--- src/rtl/axi_lite_pkg.sv ---
// Shared constants, state encodings and address decode for the AXI-Lite register slave.
package axi_lite_pkg;

    localparam int         NUM_REGS_DEF = 4;
    localparam logic [1:0] RESP_OKAY    = 2'b00;
    localparam logic [1:0] RESP_SLVERR  = 2'b10;

    typedef enum logic {W_IDLE, W_RESP} wstate_e;
    typedef enum logic {R_IDLE, R_DATA} rstate_e;

    // Word-granular compare so byte lanes ADDR[1:0] never affect the decode.
    function automatic logic addr_in_range(input logic [31:0] addr, input int n);
        return (addr >> 2) < 32'(n);
    endfunction

endpackage

--- src/rtl/axi_lite_regfile.sv ---
// Register array: one byte-enabled write port, one asynchronous read port.
module axi_lite_regfile
    import axi_lite_pkg::*;
#(
    parameter int NUM_REGS = NUM_REGS_DEF,
    parameter int IDX_W    = (NUM_REGS > 1) ? $clog2(NUM_REGS) : 1
) (
    input  logic             clk_i,
    input  logic             rst_ni,
    input  logic             we_i,
    input  logic [IDX_W-1:0] widx_i,
    input  logic [31:0]      wdata_i,
    input  logic [3:0]       wstrb_i,
    input  logic [IDX_W-1:0] ridx_i,
    output logic [31:0]      rdata_o
);

    logic [31:0] regs_q [NUM_REGS];

    always_ff @(posedge clk_i or negedge rst_ni) begin
        if (!rst_ni) begin
            for (int i = 0; i < NUM_REGS; i++) regs_q[i] <= '0;
        end else if (we_i) begin
            for (int k = 0; k < 4; k++)
                if (wstrb_i[k]) regs_q[widx_i][8*k +: 8] <= wdata_i[8*k +: 8];
        end
    end

    assign rdata_o = regs_q[ridx_i];

endmodule

--- src/rtl/axi_lite_slave.sv ---
// AXI4-Lite slave exposing NUM_REGS 32-bit registers; independent AW/W capture, concurrent read path.
module axi_lite_slave
    import axi_lite_pkg::*;
#(
    parameter int NUM_REGS = NUM_REGS_DEF
) (
    input  logic        ACLK,
    input  logic        ARESETN,
    input  logic [31:0] S_AXI_AWADDR,
    input  logic        S_AXI_AWVALID,
    output logic        S_AXI_AWREADY,
    input  logic [31:0] S_AXI_WDATA,
    input  logic [3:0]  S_AXI_WSTRB,
    input  logic        S_AXI_WVALID,
    output logic        S_AXI_WREADY,
    output logic [1:0]  S_AXI_BRESP,
    output logic        S_AXI_BVALID,
    input  logic        S_AXI_BREADY,
    input  logic [31:0] S_AXI_ARADDR,
    input  logic        S_AXI_ARVALID,
    output logic        S_AXI_ARREADY,
    output logic [31:0] S_AXI_RDATA,
    output logic [1:0]  S_AXI_RRESP,
    output logic        S_AXI_RVALID,
    input  logic        S_AXI_RREADY
);

    localparam int IDX_W = (NUM_REGS > 1) ? $clog2(NUM_REGS) : 1;

    wstate_e     w_state_q;
    rstate_e     r_state_q;
    logic        awready_q, wready_q, arready_q;
    logic        aw_lat_q, w_lat_q;
    logic [31:0] awaddr_q, wdata_q;
    logic [3:0]  wstrb_q;
    logic [1:0]  bresp_q, rresp_q;
    logic [31:0] rdata_q;
    logic [31:0] rf_rdata;
    logic        wr_fire, wr_en;

    assign wr_fire = (w_state_q == W_IDLE) && aw_lat_q && w_lat_q;
    assign wr_en   = wr_fire && addr_in_range(awaddr_q, NUM_REGS);

    axi_lite_regfile #(.NUM_REGS(NUM_REGS), .IDX_W(IDX_W)) u_regfile (
        .clk_i   (ACLK),
        .rst_ni  (ARESETN),
        .we_i    (wr_en),
        .widx_i  (awaddr_q[IDX_W+1:2]),
        .wdata_i (wdata_q),
        .wstrb_i (wstrb_q),
        .ridx_i  (S_AXI_ARADDR[IDX_W+1:2]),
        .rdata_o (rf_rdata)
    );

    // Ready pulses are self-clearing: the handshake edge also sets the latch that blocks them.
    always_ff @(posedge ACLK or negedge ARESETN) begin
        if (!ARESETN) begin
            w_state_q <= W_IDLE;
            awready_q <= 1'b0;
            wready_q  <= 1'b0;
            aw_lat_q  <= 1'b0;
            w_lat_q   <= 1'b0;
            awaddr_q  <= '0;
            wdata_q   <= '0;
            wstrb_q   <= '0;
            bresp_q   <= RESP_OKAY;
        end else begin
            awready_q <= S_AXI_AWVALID && !aw_lat_q && !awready_q && (w_state_q == W_IDLE);
            wready_q  <= S_AXI_WVALID  && !w_lat_q  && !wready_q  && (w_state_q == W_IDLE);
            if (awready_q && S_AXI_AWVALID) begin
                aw_lat_q <= 1'b1;
                awaddr_q <= S_AXI_AWADDR;
            end
            if (wready_q && S_AXI_WVALID) begin
                w_lat_q <= 1'b1;
                wdata_q <= S_AXI_WDATA;
                wstrb_q <= S_AXI_WSTRB;
            end
            case (w_state_q)
                W_IDLE: if (wr_fire) begin
                    w_state_q <= W_RESP;
                    bresp_q   <= wr_en ? RESP_OKAY : RESP_SLVERR;
                    aw_lat_q  <= 1'b0;
                    w_lat_q   <= 1'b0;
                end
                W_RESP: if (S_AXI_BREADY) w_state_q <= W_IDLE;
                default: w_state_q <= W_IDLE;
            endcase
        end
    end

    always_ff @(posedge ACLK or negedge ARESETN) begin
        if (!ARESETN) begin
            r_state_q <= R_IDLE;
            arready_q <= 1'b0;
            rdata_q   <= '0;
            rresp_q   <= RESP_OKAY;
        end else begin
            arready_q <= S_AXI_ARVALID && (r_state_q == R_IDLE) && !arready_q;
            case (r_state_q)
                R_IDLE: if (arready_q && S_AXI_ARVALID) begin
                    r_state_q <= R_DATA;
                    if (addr_in_range(S_AXI_ARADDR, NUM_REGS)) begin
                        rdata_q <= rf_rdata;
                        rresp_q <= RESP_OKAY;
                    end else begin
                        rdata_q <= '0;
                        rresp_q <= RESP_SLVERR;
                    end
                end
                R_DATA: if (S_AXI_RREADY) r_state_q <= R_IDLE;
                default: r_state_q <= R_IDLE;
            endcase
        end
    end

    assign S_AXI_AWREADY = awready_q;
    assign S_AXI_WREADY  = wready_q;
    assign S_AXI_BVALID  = (w_state_q == W_RESP);
    assign S_AXI_BRESP   = bresp_q;
    assign S_AXI_ARREADY = arready_q;
    assign S_AXI_RVALID  = (r_state_q == R_DATA);
    assign S_AXI_RDATA   = rdata_q;
    assign S_AXI_RRESP   = rresp_q;

endmodule

--- config.mk ---
export PLATFORM = sky130hd
export DESIGN_NAME = axi_lite_slave
export DESIGN_NICKNAME = d
export VERILOG_FILES = /design/src/rtl/axi_lite_pkg.sv /design/src/rtl/axi_lite_regfile.sv /design/src/rtl/axi_lite_slave.sv
export SDC_FILE = /design/constraint.sdc
export NUM_CORES = 1
export LEC_CHECK = 0
export ABC_CLOCK_PERIOD_IN_PS = 2700
export CAP_MARGIN = 20
export CORE_MARGIN = 10
export CORE_UTILIZATION = 55
export CTS_CLUSTER_DIAMETER = 50
export DETAILED_ROUTE_END_ITERATION = 8
export MAX_ROUTING_LAYER = met4
export PLACE_DENSITY = 0.81
export SLEW_MARGIN = 15
export SYNTH_ARGS = -nofsm -noshare
export SYNTH_HDL_FRONTEND = slang
export SYNTH_HIERARCHICAL = 1
export SYNTH_SLANG_ARGS = --single-unit
--- constraint.sdc ---
create_clock -name ACLK -period 2.7 [get_ports ACLK]
set_input_delay 0.54 -clock ACLK [delete_from_list [all_inputs] [get_ports ACLK]]
set_output_delay 0.54 -clock ACLK [all_outputs]
set_load 0.02 [all_outputs]
**Yosys cells after proc, flatten, opt, wreduce, memory -nomap -nowiden**

Index checks and enable logic that the tools add are counted.
W data, S select, Z words.

- Bits of input ports: 107
- Output and inout port bits: 41
- Register bits after elaboration: 239

- Muxes and demuxes: 37
- Bitwise logic cells: 4
- Reduce and logical (&&, ||, !) cells: 22
- $lt $le $gt $ge: 5

Operators by type and width:

| cell | number |
|---|---|
| $mux W128 | 7 |
| $bwmux W128 | 4 |
| $demux W32 S2 | 4 |
| $mux W32 | 4 |
| $bmux W32 S2 | 1 |
| $lt A30 B3 Y1 const B | 2 |
| $mux W24 | 1 |
| $mux W16 | 1 |
| $logic_and A1 B1 Y1 | 15 |
| $mux W1 | 10 |
| $mux W8 | 1 |
| $ge A3 B3 Y1 const B | 2 |
| $not A2 Y3 | 2 |
| $logic_not A1 Y1 | 5 |
| $mux W2 | 2 |
| $pmux W1 S2 | 2 |
| $reduce_and A2 Y1 | 2 |
| $lt A3 B1 Y1 const B | 1 |
| $not A1 Y1 | 2 |

**Logic depth before layout (Yosys ltp)**

- Depth in word-level cells: 16
- Gate-level depth with buffers: 7

**By module**

Netlist, hierarchy kept.

By module, submodules not included:

| module | cells an instance | seq. area each (um^2) | times used | area an instance (um^2) |
|---|---|---|---|---|
| axi_lite_regfile | 319 | 3,203.1 | 1 | 5,689.2 |
| axi_lite_slave | 329 | 2,677.6 | 1 | 4,558.1 |

**Worst setup path before layout**

No wires, ideal clock.

- Path type: register to register
- Start point: reg awaddr_q[17]
- End point: reg u_regfile/regs_q[104] (netlist bit)
- Data arrival time: 1,946 ps
- Buffers on the path: 2
- Period minus slack after synthesis: 2,071 ps
- Setup time: 125 ps
- Cell stages (with the launch flop): 7
- Slack: 629 ps
- Cell sequence: dfrtp_1 -> or4_1 -> nor4_1 -> buf_4 -> and4bb_2 -> buf_2 -> mux2_2

- Word-level cells in the longest chain between the ends: 2

RTL lines:

| what | line | text |
|---|---|---|
| start: declaration | axi_lite_slave.sv:34 | `logic [31:0] awaddr_q, wdata_q;` |
| start signal: assignment | axi_lite_slave.sv:63 | `awaddr_q <= '0;` |
| start signal: assignment | axi_lite_slave.sv:72 | `awaddr_q <= S_AXI_AWADDR;` |
| $lt A30 B3 Y1 | axi_lite_pkg.sv:13 | `return (addr >> 2) < 32'(n);` |
| $logic_and A1 B1 Y1 | axi_lite_slave.sv:42 | `assign wr_en = wr_fire && addr_in_range(awaddr_q, NUM_REGS);` |
| named net wr_en | axi_lite_slave.sv:39 | `logic wr_fire, wr_en;` |
| end signal: indexed assignment | axi_lite_regfile.sv:25 | `if (wstrb_i[k]) regs_q[widx_i][8*k +: 8] <= wdata_i[8*k +: 8];` |
| end: declaration | axi_lite_regfile.sv:18 | `logic [31:0] regs_q [NUM_REGS];` |

The timed path passes the listed nets, and every way through them passes these cells.
A chain may end at the register's enable or synchronous reset.

**Worst setup path in the final report**

- Start point: reg awaddr_q[28]
- End point: reg u_regfile/regs_q[121] (netlist bit)

Same word-level chain as after synthesis.

==> key figures <==
Drt
  – DRC: 0
  – Routed wire per std cell: 21.3 microns
  – Via density: 5.75
  – Initial drt markers: 269
  – TritonRoute pass-1 iters: 4
  – Final ANT Viol Nets: 0
  – Post-Route WL: 22.2 mm
  – Via count: 5990

Worst setup path
  – Worst setup SP type: register
  – Setup Crit Path Kind: reg2reg
  – CP endpoint kind: register
  – Worst-path maximum fanout: 16
  – CP required: 3.09 ns
  – Crit path DAT: 2.84 ns

Final layout
  – Fraction of layout cells with a size suffix above 1: 0.416
  – Nets: 902
  – Area growth from synthesis to layout: 24.5%

Clock network
  – CTS clk-pin slew, worst paths: 0.06 ns
  – Clk sinks: 235
  – # hold bufs at CTS: 0
  – CTS tree: done
  – Root Driver: clkbuf_16
  – Post-cts resize count: 0
  – Total CTS buffers: 25
  – Clock tree buffer depth: 3
  – H-tree Lvls: 1
  – Setup bufs post-CTS: 0
  – Clk Latency, worst-skew pair: 0.50 ns

GRT
  – Global-route wire length before repair: 35.7 mm
  – Antenna violations before repair: 1
  – Total grt overflow: 0
  – Tot GR Track Use: 0.185
  – Vias in the first global route: 6749
  – Pin count of the biggest net entering global routing: 85

Yosys
  – Top-area cell type share of the netlist area: 0.574
  – Register area share after synthesis: 0.574
  – Synth unique cells: 30
  – Synthesized flop and latch total: 235
  – Commonest cells post-synth: dfrtp_1 (235), mux2_2 (194), inv_1 (36)
  – Post-synthesis cell count: 648
  – Syn_area_per_cell: 15.8 sq um
  – Synth Cell Area: 0.0102 sq mm
  – Synth Flop Type: dfrtp_1
  – Synth Warn #: 6
  – Top area cells in the synthesized netlist: dfrtp_1 (57%), mux2_2 (21%), mux4_2 (7.0%), o41ai_2 (4.8%), inv_1 (1.3%)
  – Top-count cell post-synth: dfrtp_1
  – Post-synth EDFFs: 0
  – Async SR Flop Fraction: 1.00
  – Post-synth top area cell: dfrtp_1

STA
  – Final slew viol count: 0
  – Layout Skew: 0.00695 ns
  – Fin crit share: 0.910
  – Unrepaired setup endpoints after global routing: no
  – Max Freq: 407 MHz
  – Max transition margin: 0.546
  – Setup TNS: 0 ns
  – Final setup viols: 0
  – Final worst setup slack: 0.242 ns
  – Final min period: 2.46 ns
  – Final Hold Viols: 0
  – Worst Max-Slew Pin Slew: 0.682 ns
  – Fin Hold WS: 0.00123 ns

Min path
  – Worst Hold Class: in2async

Die
  – Core area: 0.0181 sq mm
  – Die Ht: 156 microns
  – Die width: 156 microns
  – Ports: 148
  – Initial Util: 0.565
  – Die area: 0.0245 sq mm
  – Std-Cell Rows: 49

Job
  – Max-Cap Viols: 0

Place
  – PortBufs: 141
  – Place WS: 0.224 ns
  – Final GP Congestion: 0.779
  – HPWL after DPL: 14.8 mm

Power and ir drop
  – LEAKAGE: 5.90 nW
  – Worst vdd ir: 0.575 mV
  – Cell area power density: 730 mW/mm^2

Run status
  – Status: complete, no violations
-- path summary, 6_finish.rpt --
path,from,to,slack (ns),cells past startpoint
worst max-delay path,awaddr_q[28],u_regfile/regs_q[121],0.24,6
worst min-delay path,ARESETN,S_AXI_RDATA[28],0.001,1
worst max register to register,awaddr_q[28],u_regfile/regs_q[121],0.24,6
worst min register to register,S_AXI_ARREADY,S_AXI_ARREADY,0.46,1
max in group asynchronous,ARESETN,u_regfile/regs_q[65],1.96,2
min in group ACLK,S_AXI_ARREADY,S_AXI_ARREADY,0.46,1
-- layout by cell type (no fill, tap or decap), types with 2 or more instances in the layout --
cell type / Yosys / final
clkinvlp_4: 0 / 3
o41ai_1: 2 / 2
a21boi_0: 2 / 2
clkbuf_8: 0 / 6
nand3b_1: 2 / 2
clkinv_2: 0 / 4
o41ai_2: 30 / 30
buf_12: 0 / 6
inv_1: 36 / 36
nor4_2: 4 / 5
nor4_1: 10 / 9
nand4_2: 5 / 5
nand2_1: 35 / 34
and4bb_2: 4 / 4
mux4_2: 32 / 32
mux2_2: 194 / 194
buf_4: 6 / 8
dfrtp_1: 235 / 235
nor4b_1: 2 / 2
clkbuf_1: 4 / 2
o21ai_0: 2 / 2
bufinv_16: 0 / 2
nand4b_2: 8 / 8
nand2b_1: 2 / 2
clkbuf_16: 0 / 25
clkdlybuf4s50_1: 0 / 139
conb_1: 1 / 2
-- cell families after synthesis --
family / Yosys count / share of synthesized area
other: 1 / 0.000366
and+or+nand+nor: 76 / 0.0535
muxes: 226 / 0.284
AOI/OAI and AO/OA: 38 / 0.0537
DFF: 235 / 0.574
buffers and inverters: 72 / 0.0350
-- metal layers --
metal  track usage  part of all wire  up-vias
li1              -                 -     2696
met3        0.0510             0.079       19
met4        0.0337            0.0096        0
met5             -                 0        -
met2         0.310              0.49      176
met1         0.224              0.42     3099
-- cell type report --
cell class                 instances  area, sq um
antenna                            1         2.50
clock buffer                      33          716
clock inverter                    11          120
fill                            1170         5390
inverter                          36          135
multi-input combinational        342         4030
sequential                       235         5880
tap                              229          287
timing repair buffer             155         1590
-- state kept, by name, summed over array words and instances (netlist names) --
signal / cells
S_AXI_RVALID: 1
S_AXI_WREADY: 1
u_regfile/regs_q: 128
w_lat_q: 1
wdata_q: 32
wstrb_q: 4
S_AXI_RDATA: 32
awaddr_q: 30
aw_lat_q: 1
S_AXI_BRESP: 1
S_AXI_AWREADY: 1
S_AXI_RRESP: 1
S_AXI_ARREADY: 1
S_AXI_BVALID: 1
-- stage by stage --
step / power (mW) / instances / cell area, sq um / utilization
6_report: 9.31 / 1042 / 12800 / 0.703
5_1_grt: 9.73 / 1042 / 12800 / 0.703
3_3_place_gp: 5.82 / 997 / 11900 / 0.657
2_1_floorplan: 5.37 / 649 / 10300 / -
4_1_cts: 9.41 / 1041 / 12800 / 0.703
3_5_place_dp: 5.98 / 997 / 11900 / 0.657
-- worst max-delay path, cell delays in order (launching register included) --
cell and delay, ns:
dfrtp_1 0.37, nor4_1 0.33, nand4_1 0.21, nor4_2 0.30, buf_4 0.30, and4bb_2 0.45
mux2_2 0.38
-- where the power goes --
part	switching [mW]	internal [mW]
Combinational	0.458	0.766
Sequential	0.616	4.07
Clock	1.35	2.05
Power figures use the tool's default switching activity.
==> RTL change 1 (config.mk and constraints unchanged) <==
Set the package constant `NUM_REGS_DEF` to 8 (it was 4).
--- a/src/rtl/axi_lite_pkg.sv
+++ b/src/rtl/axi_lite_pkg.sv
@@ -2,5 +2,5 @@
 package axi_lite_pkg;
 
-    localparam int         NUM_REGS_DEF = 4;
+    localparam int         NUM_REGS_DEF = 8;
     localparam logic [1:0] RESP_OKAY    = 2'b00;
     localparam logic [1:0] RESP_SLVERR  = 2'b10;
Behaviour: not the same (a bounded check fails within 4 cycles, from zero or initial values and one cycle with ARESETN low).
==> RTL change 1 against the original RTL <==
- sequential cell count is 128 higher
- area after synthesis grew 56%
- power grew 54%
- design area rose by 56%
- sequential power increased by 45%
- count of clock-buffer cells in the layout grew 19
- setup slack worse by 0.10 ns
- routed wire length up 58%
- synthesized cell count increased by 55%
- clock power up 79%
- critical endpoint is now u_regfile/regs_q[254]$_DFFE_PN0P_
- largest cell class unchanged
- largest power group unchanged
==> RTL change 1: results (changes against the original RTL) <==
| Metric | Value |
|---|---|
| Worst Path Max Fanout | `8 (-8)` |
| Metal-1 WL | `15000 um (+62%)` |
| Peak VDD IR | `0.000604 V (+5.0%)` |
| Post-synthesis mux area share | `34.1% (+5.7 points)` |
| Max stage delay cell, worst path | `or2_1` |
| Reg2Reg Depth | `7 (+1)` |
| WL/cell | `21.7 um (+2.0%)` |
| Met3 routed WL | `1850 um (+5.1%)` |
| Placed Area | `18300 um^2 (+54%)` |
| Drt pass-1 iters | `5 (+1)` |
| Register area | `9080 um^2 (+54%)` |
| FF-to-FF Start | `awaddr_q[22]$_DFFE_PN0P_` |
| Number of global-route vias before repair | `10300 (+52%)` |
| Share of layout cells above drive strength 1 | `49.8% (+8.2 points)` |
| Worst path arrival time | `2.95 ns (+0.11 ns)` |
| Final nets | `1308 (+45%)` |
| Area contributors post-synth | `dfrtp_1, mux2_2, mux4_2` |
| Seq/Total Area, Yosys | `57.0% (-0.40 points)` |
| Post-synth top cells | `dfrtp_1, mux2_2, mux4_2` |
| Slew margin rel. | `49.6% (-5.0 points)` |
| Post-DR vias/cell | `5.69 (-1.1%)` |
| # H-tree levels | `2 (+1)` |
| Diode count | `0 (-1)` |
| Largest net degree at the start of global routing | `70 (-18%)` |
| Grt met3 use | `4.30% (-0.80 points)` |
| HP Class | `register to register` |
| Drt first-iter violations | `526 (+96%)` |
| Routed WL | `35100 um (+58%)` |
| Status | `completed` |
| First-pass GRT wire length | `56900 um (+59%)` |
| Critical Path Sink | `u_regfile/regs_q[254]$_DFFE_PN0P_` |
| Final RePlAce weighted congestion | `0.741 (-4.9%)` |
| Pre-CTS WS | `0.0327 ns (-0.191 ns)` |
| Inst Count DP | `1541 (+55%)` |
| Skew final | `0.0152 ns (+0.00820 ns)` |
| Post-DP HPWL | `22300 um (+51%)` |
==> RTL change 1: cell types whose count changed after synthesis, sizes merged, moves of 8 or more <==
cell | unedited run | this run
mux2 | 194 | 354
mux4 | 32 | 64
nor2 | 0 | 32
o31ai | 0 | 32
o41ai | 32 | 0
dfrtp | 235 | 363
nand4b | 8 | 0
==> RTL change 1: how the worst min path moves through the flow <==
stage                                       start                       to  depth (start not counted)
after floorplan                           ARESETN  S_AXI_ARREADY$_DFF_PN0_                          0
after CTS                 S_AXI_ARREADY$_DFF_PN0_  S_AXI_ARREADY$_DFF_PN0_                          1
after global routing      S_AXI_ARREADY$_DFF_PN0_  S_AXI_ARREADY$_DFF_PN0_                          1
after detailed placement  S_AXI_ARREADY$_DFF_PN0_  S_AXI_ARREADY$_DFF_PN0_                          1
final                     S_AXI_ARREADY$_DFF_PN0_  S_AXI_ARREADY$_DFF_PN0_                          1
after global placement    S_AXI_ARREADY$_DFF_PN0_  S_AXI_ARREADY$_DFF_PN0_                          1
==> RTL change 1: report_power, final <==
| group | leakage [uW] | internal, uW | switching (uW) |
|---|---|---|---|
| clock | 0.000737 | 3840 | 2240 |
| combinational | 0.00342 | 799 | 645 |
| sequential | 0.00492 | 5980 | 794 |
| total | 0.00907 | 10600 | 3670 |
==> RTL change 1: final cells by class <==
class	count	area share (%)
well taps	384	2.42
repair buffers	196	10.9
flip-flops and latches	363	45.7
clock buffers	52	5.84
multi-input cells	565	32.6
inverters	34	0.642
clock inverters	24	1.83
==> RTL change 1: timing repair <==
action / 4_1_cts / 5_1_grt
gates resized for setup: 2 / 0
endpoints found under the setup margin: 9 / 0
endpoints found under the hold margin: 54 / 0
hold buffers: 1 / 0
==> RTL change 2 (same flow settings) <==
Without the edit above. Reset style: synchronous (`ARESETN` and `rst_ni`), changed in 3 clocked blocks. Comments in the files are not updated.
--- a/src/rtl/axi_lite_regfile.sv
+++ b/src/rtl/axi_lite_regfile.sv
@@ -18,5 +18,5 @@
     logic [31:0] regs_q [NUM_REGS];
 
-    always_ff @(posedge clk_i or negedge rst_ni) begin
+    always_ff @(posedge clk_i) begin
         if (!rst_ni) begin
             for (int i = 0; i < NUM_REGS; i++) regs_q[i] <= '0;
--- a/src/rtl/axi_lite_slave.sv
+++ b/src/rtl/axi_lite_slave.sv
@@ -54,5 +54,5 @@
 
     // Ready pulses are self-clearing: the handshake edge also sets the latch that blocks them.
-    always_ff @(posedge ACLK or negedge ARESETN) begin
+    always_ff @(posedge ACLK) begin
         if (!ARESETN) begin
             w_state_q <= W_IDLE;
@@ -90,5 +90,5 @@
     end
 
-    always_ff @(posedge ACLK or negedge ARESETN) begin
+    always_ff @(posedge ACLK) begin
         if (!ARESETN) begin
             r_state_q <= R_IDLE;
Behaviour: differs if ARESETN is asserted again (counterexample within 4 cycles, from zero or initial values and one cycle with ARESETN low); with ARESETN held inactive, the same outputs for 4 cycles.
==> RTL change 2 against the original RTL <==
- sequential cell count unchanged
- critical path depth rose by 1
- largest cell class unchanged
- critical endpoint is now u_regfile/regs_q[0][5]$_SDFFCE_PN0P_
- routed wire length grew 11%
- design area decreased by 1.1%
- area after synthesis shrank 2.0%
- setup slack improved by 0.18 ns
- utilization shrank 0.088 points
Power is not compared: it rests on default switching activity, and its combinational part moved more than twofold at a synthesized area within 25%.
==> RTL change 2: results (changes against the original RTL) <==
| Metric | Value |
|---|---|
| R2r setup slk | `0.42 ns (+0.18 ns)` |
| Worst Path Max Fanout | `14 (-2)` |
| CTS Buf Count | `26 (+4.0%)` |
| FF-to-FF Start | `awaddr_q[25]$_SDFFE_PN0P_` |
| Share of layout cells above drive strength 1 | `15.0% (-27 points)` |
| Antenna violations before repair | `0 (-1)` |
| Peak Freq | `438 MHz (+7.8%)` |
| Post-DP HPWL | `16100 um (+9.0%)` |
| Number of fill cells | `1272 (+8.7%)` |
| Critical Path Sink | `u_regfile/regs_q[0][5]$_SDFFCE_PN0P_` |
| Hold EP | `wdata_q[2]$_SDFFE_PN0P_` |
| Post-DR vias/cell | `5.85 (+1.7%)` |
| First-pass GRT wire length | `39700 um (+11%)` |
| Top_reg_cell synth | `edfxtp_1` |
| Launch point of the worst path | `awaddr_q[25]$_SDFFE_PN0P_` |
| GRT Overall Usage | `20.7% (+2.1 points)` |
| Placed Area | `11800 um^2 (-1.2%)` |
| Number of global-route vias before repair | `7661 (+14%)` |
| Diode count | `0 (-1)` |
| Metal2 WL | `12100 um (+10%)` |
| Area contributors post-synth | `edfxtp_1, dfxtp_1, mux4_2` |
| Post-synth top cells | `nand2_1, edfxtp_1, dfxtp_1` |
| Worst-case hold slack | `0.462 ns (+0.460 ns)` |
| Drt first-iter violations | `616 (+130%)` |
| Seq/Total Area, Yosys | `59.6% (+2.2 points)` |
| Hold path depth | `2` |
| Worst-path clk slew | `0.06 ns (about the same)` |
| Skew final | `0.00890 ns (+0.00194 ns)` |
| Drt pass-1 iters | `6 (+2)` |
| Ys async rst share | `0% (-100 points)` |
| Inst Count DP | `1224 (+23%)` |
| Routed via count | `7436 (+24%)` |
| HP Class | `register to register` |
| Postcts setup bufs | `0 (unchanged)` |
| Post-synth EDFFs | `128 (+128)` |
| Top sig layer | `met4` |
| Metal-1 WL | `9930 um (+7.0%)` |
| Distinct cell type count after synthesis | `35 (+17%)` |
| Pre-CTS WS | `0.222 ns (-0.00256 ns)` |
| Reg2Reg Depth | `7 (+1)` |
| Syn Inst Count | `886 (+37%)` |
| Met3 routed WL | `2090 um (+19%)` |
| Slew margin rel. | `48.2% (-6.3 points)` |
| Status | `completed` |
| Final nets | `1130 (+25%)` |
| WL/cell | `19.3 um (-9.2%)` |
| Leakage power | `around 0.0043 uW` |
| Final RePlAce weighted congestion | `0.794 (+1.9%)` |
| Clock Latency Late Sink | `0.53 ns (+0.03 ns)` |
| Largest net degree at the start of global routing | `67 (-21%)` |
==> RTL change 2: cell types whose count changed in the layout (fill, tap and decap cells not counted), moves of 65 or more <==
cell,unedited run,this run
dfxtp_1,0,107
nand2_1,34,146
nor3_1,0,80
a21boi_0,2,68
edfxtp_1,0,128
nand3_1,0,65
mux2_2,194,0
dfrtp_1,235,0
==> RTL change 2: layer usage <==
layer  global-route usage (%)  up-vias
met2                     33.4      309
met5                        -        -
met1                     24.9     3587
met4                     6.30        0
li1                         -     3490
met3                     5.51       50
==> RTL change 2: power groups by stage <==
stage	Sequential [uW]	Combinational, uW	Clock [uW]
2_1_floorplan	3970	294	0
3_3_place_gp	3980	553	0
3_5_place_dp	3990	563	0
4_1_cts	3910	568	3490
5_1_grt	3920	610	3660
6_report	3920	566	3450
==> RTL change 2: logic make-up after synthesis <==
kind of cell           Yosys count  synth area share, %
muxes                           32                 7.17
DFF                            235                 59.6
buffers and inverters          113                 5.07
other                            1               0.0373
AOI/OAI and AO/OA              119                 8.94
and+or+nand+nor                386                 19.2
==> RTL change 2: cell type report <==
cell class                 instances  area [um^2]  area share (%)
clock buffer                      39          762            6.04
inverter                          35          131            1.04
multi-input combinational        539         3560            28.3
tap                              229          287            2.27
timing repair buffer             186         1800            14.3
clock inverter                     9         77.6           0.615
sequential                       235         5990            47.5
==> RTL change 2: worst max-delay path, cell delays in order, from the launching register on <==
cell and delay, ns:
dfxtp_1 0.31, nor4_1 0.34, nand4_1 0.16, nor3_1 0.20
buf_4 0.22, or3b_1 0.37, o21ai_0 0.17, buf_4 0.21
==> RTL change 2: what timing repair did <==
| action | CTS | global route |
|---|---|---|
| hold endpoints to repair | 0 | 0 |
| endpoints found under the setup margin | 0 | 7 |
| gates resized for setup | 0 | 1 |
